<file path="src/rtl/tlc_pkg.sv">
// tlc_pkg: shared state encoding, direction and lamp constants for the intersection controller.
package tlc_pkg;
   typedef enum logic [2:0] {
      ALL_RED, NS_GREEN, NS_YELLOW, EW_GREEN, EW_YELLOW, WALK, FLASH
   } tlc_state_e;
   typedef enum logic {DIR_NS, DIR_EW} tlc_dir_e;
   localparam logic [2:0] LAMP_RED    = 3'b100;
   localparam logic [2:0] LAMP_YELLOW = 3'b010;
   localparam logic [2:0] LAMP_GREEN  = 3'b001;
endpackage

</file>
<file path="src/rtl/intersection_controller_tick_prescaler.sv">
// tick_prescaler: one-cycle tick every TICKS_PER_SEC clocks, restartable by clear.
//   clock, reset_n : system clock, asynchronous active-low reset
//   clear          : restart the count from zero on the next cycle
//   tick           : high on the last cycle of each second
module tick_prescaler #(
   parameter int TICKS_PER_SEC = 50000000
) (
   input  logic clock,
   input  logic reset_n,
   input  logic clear,
   output logic tick
);
   localparam int CW = TICKS_PER_SEC > 1 ? $clog2(TICKS_PER_SEC) : 1;
   logic [CW-1:0] cnt_q, cnt_d;
   always_comb begin
      tick  = cnt_q == CW'(TICKS_PER_SEC - 1);
      cnt_d = (clear || tick) ? '0 : cnt_q + 1'b1;
   end
   always_ff @(posedge clock or negedge reset_n)
      if (!reset_n) cnt_q <= '0;
      else          cnt_q <= cnt_d;
endmodule

</file>
<file path="src/rtl/intersection_controller.sv">
// intersection_controller: two-way traffic light FSM with optional pedestrian phase and night flashing.
//   clock, reset_n         : system clock, asynchronous active-low reset
//   night_mode             : level request for flashing operation (honoured only at ALL_RED end / in FLASH)
//   ped_req                : pedestrian button, any high cycle registers a request
//   ns_light, ew_light     : {red,yellow,green} one-hot lamps
//   flash_en               : enable for downstream flashers, high only in FLASH
//   ped_walk, ped_pending  : walk signal and outstanding pedestrian request
// Build option: define TLC_PED_PHASE_EN to enable the WALK phase and request logic.
module intersection_controller
   import tlc_pkg::*;
#(
   parameter int TICKS_PER_SEC = 50000000,
   parameter int GREEN_SEC     = 20,
   parameter int YELLOW_SEC    = 3,
   parameter int ALLRED_SEC    = 1,
   parameter int WALK_SEC      = 10
) (
   input  logic       clock,
   input  logic       reset_n,
   input  logic       night_mode,
   input  logic       ped_req,
   output logic [2:0] ns_light,
   output logic [2:0] ew_light,
   output logic       flash_en,
   output logic       ped_walk,
   output logic       ped_pending
);
   localparam int MAX_GY  = GREEN_SEC > YELLOW_SEC ? GREEN_SEC : YELLOW_SEC;
   localparam int MAX_AW  = ALLRED_SEC > WALK_SEC ? ALLRED_SEC : WALK_SEC;
   localparam int MAX_SEC = MAX_GY > MAX_AW ? MAX_GY : MAX_AW;
   localparam int SW      = $clog2(MAX_SEC + 1);

   tlc_state_e    state_q, state_d;
   tlc_dir_e      dir_q, dir_d;
   logic [SW-1:0] sec_q, sec_d, last_sec;
   logic          pend_q, pend_d;
   logic          tick, done, leave;

   tick_prescaler #(.TICKS_PER_SEC(TICKS_PER_SEC)) u_prescaler (
      .clock   (clock),
      .reset_n (reset_n),
      .clear   (leave),
      .tick    (tick)
   );

   always_comb begin
      last_sec = (state_q == NS_GREEN  || state_q == EW_GREEN)  ? SW'(GREEN_SEC - 1)  :
                 (state_q == NS_YELLOW || state_q == EW_YELLOW) ? SW'(YELLOW_SEC - 1) :
                 (state_q == WALK)                              ? SW'(WALK_SEC - 1)   :
                                                                  SW'(ALLRED_SEC - 1);
      done    = tick && sec_q == last_sec;
      state_d = state_q;
      case (state_q)
         ALL_RED:              if (done) state_d = night_mode ? FLASH : pend_q ? WALK :
                                                   dir_q == DIR_NS ? NS_GREEN : EW_GREEN;
         NS_GREEN:             if (done) state_d = NS_YELLOW;
         EW_GREEN:             if (done) state_d = EW_YELLOW;
         NS_YELLOW, EW_YELLOW,
         WALK:                 if (done) state_d = ALL_RED;
         FLASH:                if (!night_mode) state_d = ALL_RED;
         default:              state_d = ALL_RED;
      endcase
      // Leaving FLASH always restarts the cycle on north-south.
      dir_d = state_d == NS_GREEN ? DIR_EW :
              state_d == EW_GREEN ? DIR_NS :
              state_q == FLASH    ? DIR_NS : dir_q;
      leave = state_d != state_q;
      // FLASH has no duration, so the seconds count is frozen there.
      sec_d = leave ? '0 : (tick && state_q != FLASH) ? sec_q + 1'b1 : sec_q;
`ifdef TLC_PED_PHASE_EN
      // A press on the WALK entry cycle survives the clear.
      pend_d   = ped_req | (pend_q & ~(leave && state_d == WALK));
      ped_walk = state_q == WALK;
`else
      pend_d   = ped_req & 1'b0;
      ped_walk = 1'b0;
`endif
      ns_light    = state_q == NS_GREEN ? LAMP_GREEN :
                    (state_q == NS_YELLOW || state_q == FLASH) ? LAMP_YELLOW : LAMP_RED;
      ew_light    = state_q == EW_GREEN ? LAMP_GREEN :
                    state_q == EW_YELLOW ? LAMP_YELLOW : LAMP_RED;
      flash_en    = state_q == FLASH;
      ped_pending = pend_q;
   end

   always_ff @(posedge clock or negedge reset_n)
      if (!reset_n) begin
         state_q <= ALL_RED;
         dir_q   <= DIR_NS;
         sec_q   <= '0;
         pend_q  <= 1'b0;
      end else begin
         state_q <= state_d;
         dir_q   <= dir_d;
         sec_q   <= sec_d;
         pend_q  <= pend_d;
      end
endmodule
</file>
<file path="config.mk">
export PLATFORM = sky130hd
export DESIGN_NAME = intersection_controller
export DESIGN_NICKNAME = d
export VERILOG_FILES = /design/src/rtl/tlc_pkg.sv /design/src/rtl/intersection_controller_tick_prescaler.sv /design/src/rtl/intersection_controller.sv
export SDC_FILE = /design/constraint.sdc
export NUM_CORES = 1
export LEC_CHECK = 0
export CAP_MARGIN = 20
export CORE_MARGIN = 8
export CORE_UTILIZATION = 40
export CTS_CLUSTER_SIZE = 28
export DETAILED_ROUTE_END_ITERATION = 12
export HOLD_SLACK_MARGIN = 0.12
export PLACE_DENSITY = 0.54
export SLEW_MARGIN = 20
export SYNTH_ARGS = -nofsm -noshare
export SYNTH_HDL_FRONTEND = slang
export SYNTH_HIERARCHICAL = 1
export SYNTH_SLANG_ARGS = --single-unit
</file>
<file path="constraint.sdc">
create_clock -name clock -period 3.2 [get_ports clock]
set_input_delay 0.64 -clock clock [delete_from_list [all_inputs] [get_ports clock]]
set_output_delay 0.64 -clock clock [all_outputs]
set_load 0.02 [all_outputs]
</file>
==> run metrics <==
met1 Usage GRT=0.1601; Site Rows=26; total CTS buffers=5; Post-Syn Instances=224; # diodes=0; Sum Neg Setup Slack=0 ns; most frequent cells in the layout=dfrtp_1, nor2_1, nand2_1; Worst Setup SP=state_q[1]$_DFF_PN0_; Yosys cell types=48; Synth Register Bits=35; die width=88.04 um; mean area per synthesized cell=9.267 um2; antenna-violating nets left=0; Slew @ Worst Pin=1.042 ns; Critical Path Source Type=register; R2R Setup Slk=0.51 ns; VDD IR max=291.6 uV; Slew HR=0.3051; Pwr Total=1049 uW; Post-synth ARST share=1.000; CP Depth=4; final setup skew=0.002940 ns; CP Buf/Inv Count=2; Hold Buf Count CTS=0; cell chain of the critical path=nor2b_1, nand2_1, inv_1, clkdlybuf4s50_1; via count=1649; Placed Instance Area=2207 um2; Required @ worst endpoint=2.56 ns; commonest non-fill, non-tap cell in the layout=dfrtp_1; max cap viols=0; worst-skew pair later-pin latency=0.29 ns; CTS H-tree lvls=2; Worst-path clk slew=0.06 ns; count of final setup violators=0; reg2reg end=u_prescaler/cnt_q[13]$_DFF_PN0_; number of global-route vias before repair=1540; Avg Vias per Cell=5.460; Synth Area in Simple Gates=0.2966; CP Class=reg2out; initial antenna violation count=0; Worst path slowest cell=clkdlybuf4s50_1; Root Buffer=clkbuf_8; Final min period=2.748 ns; Synth Cell Area=2076 um2; CTS tree=done; die area=7750 um2; IO Port Bufs=9; global routing's busiest layer=met2; Routed WL per cell=13.94 um; Syn. warnings=6; met2 GRT Util=0.1819; unrepaired setup endpoints after global routing=false; GRT Resource Usage Total=0.1210; sequential share of the synthesized area=0.4219; DRT iter0 DRCs=112; Post-Route WL=4209 um; Leakage=0.0009491 uW; slowest stage delay, CP=0.62 ns; largest net degree at the start of global routing=36; delay-heaviest family, CP=buffers and inverters; Worst Reg-to-Reg Cells=10; FMAX=0.3639 GHz; # Post-CTS Setup Buffers=0; final instance area=2280 um2; Top Ports=13; Crit Path Max Fanout=12; CP Data Arrival Time=2.11 ns; Overflow after GRT=0; combinational family with the most area after synthesis=simple AND/OR/NAND/NOR gates; global-route wire length before repair=7286 um; clock sink total=35; adder-cell share of the synthesized area=0.01808; first-pass detailed-route iteration total=4; fin. max-slew vios=0; post-cts sizing count=0; ys flop type=dfrtp_1; DIE HEIGHT=88.04 um; Starting Density=0.4117; HPWL Detailed=2842 um; Critical Path Sink Type=output port; Hold Vio Cnt, Final=0; gpl congestion=0.7205; final period utilization=0.8588; area grow syn2layout=9.825%; Worst Setup EP=flash_en; Post-layout nets=240; DRC errors left=0; Clock Path Buffers=2; post-synthesis compound-gate area fraction=0.1212; r2r startpoint=u_prescaler/cnt_q[16]$_DFF_PN0_; share of cells above drive strength 1=0.07759; status=finished clean; post-synthesis mux area share=0.02170; EDFF count, synth=0; GR Layer Usage met3=0.03940; Pwr Density=460.3 nW/um2; worst min path class=in2async; core area=5042 um2; XOR/XNOR Fraction of Synth Area=0.08439
per-stage QoR:
stage / utilization / hold WS [ns] / std cells / setup slack, ns
2_1_floorplan: - / 0.3444 / 225 / 0.6246
6_report: 0.4521 / 0.4464 / 302 / 0.4520
5_1_grt: 0.4521 / 0.5119 / 302 / 0.2065
3_5_place_dp: 0.4377 / 0.5056 / 296 / 0.4519
3_3_place_gp: 0.4377 / 0.4996 / 296 / 0.5100
4_1_cts: 0.4521 / 0.4837 / 302 / 0.4357
Yosys cell counts, types with 2 or more instances:
master	n	area [um2]
nand2_1	19	71.32
xnor2_1	8	70.07
nor3_1	4	20.02
nor2b_1	3	18.77
o2bb2ai_1	2	17.52
dfrtp_1	35	875.8
inv_1	5	18.77
nand4_1	10	62.56
ha_1	3	37.54
nand3_1	10	50.05
nand3b_1	2	15.01
clkbuf_1	2	7.510
or4_1	6	45.04
and3_2	2	15.01
and3_1	2	12.51
buf_2	3	15.01
or3_1	6	37.54
o31ai_1	6	45.04
a21oi_1	13	65.06
mux2i_1	3	30.03
o21bai_1	2	15.01
and4_1	5	43.79
o21ai_0	6	30.03
buf_4	2	15.01
nor2_1	31	116.4
xor2_1	12	105.1
power breakdown:
group / internal [uW] / switching [uW] / leakage [uW]
Combinational: 84.4 / 99.0 / 0.000436
Sequential: 491 / 79.0 / 0.000476
Clock: 145 / 150 / 0.0000371
flip-flops by register name (all words and copies together), names as in the netlist:
name,flops
state_q,3
sec_q,5
dir_q,1
u_prescaler/cnt_q,26
worst min-delay path by stage:
stage / slack [ns] / to / depth (start not counted) / from
detailed placement: 0.51 / u_prescaler/cnt_q[0]$_DFF_PN0_ / 1 / u_prescaler/cnt_q[0]$_DFF_PN0_
global placement: 0.50 / u_prescaler/cnt_q[0]$_DFF_PN0_ / 1 / u_prescaler/cnt_q[0]$_DFF_PN0_
global route: 0.51 / dir_q$_DFFE_PN0P_ / 1 / reset_n
finish: 0.45 / dir_q$_DFFE_PN0P_ / 1 / reset_n
CTS: 0.48 / dir_q$_DFFE_PN0P_ / 1 / reset_n
floorplan: 0.34 / dir_q$_DFFE_PN0P_ / 0 / reset_n
routing by layer:
| layer | wire length (um) | part of all wire | vias up |
|---|---|---|---|
| met3 | 143 | 0.034 | 5 |
| met4 | 53 | 0.013 | 0 |
| met2 | 1795 | 0.43 | 21 |
| li1 | - | - | 829 |
| met1 | 2216 | 0.53 | 794 |
| met5 | 0 | 0 | - |
cell families (layout without fill, tap and decap cells):
kind of cell / Yosys count / in the layout
xor+xnor: 20 / 20
mux: 4 / 4
fa+ha+maj: 3 / 3
other cells: 1 / 2
compound gates: 36 / 36
buf+inv: 14 / 21
simple gates: 111 / 111
flops: 35 / 35
worst register-to-register path, stage by stage, from the launching register on:
cell and delay (ns):
dfrtp_1 0.45, nor4b_1 0.37, nand3b_1 0.20, nor3_1 0.21
inv_1 0.09, a311oi_2 0.31, nand3_4 0.19, a22oi_1 0.22
inv_1 0.10, o31ai_4 0.26, nor2_1 0.14
cell type report:
class | instances | area (um2)
fillers | 486 | 2763
multi-input cells | 176 | 1132
flip-flops and latches | 35 | 875.8
repair buffers | 10 | 92.59
well taps | 70 | 87.58
clock buffers | 6 | 72.57
inverters | 5 | 18.77
Note: power is estimated with default switching activity, not from simulation.
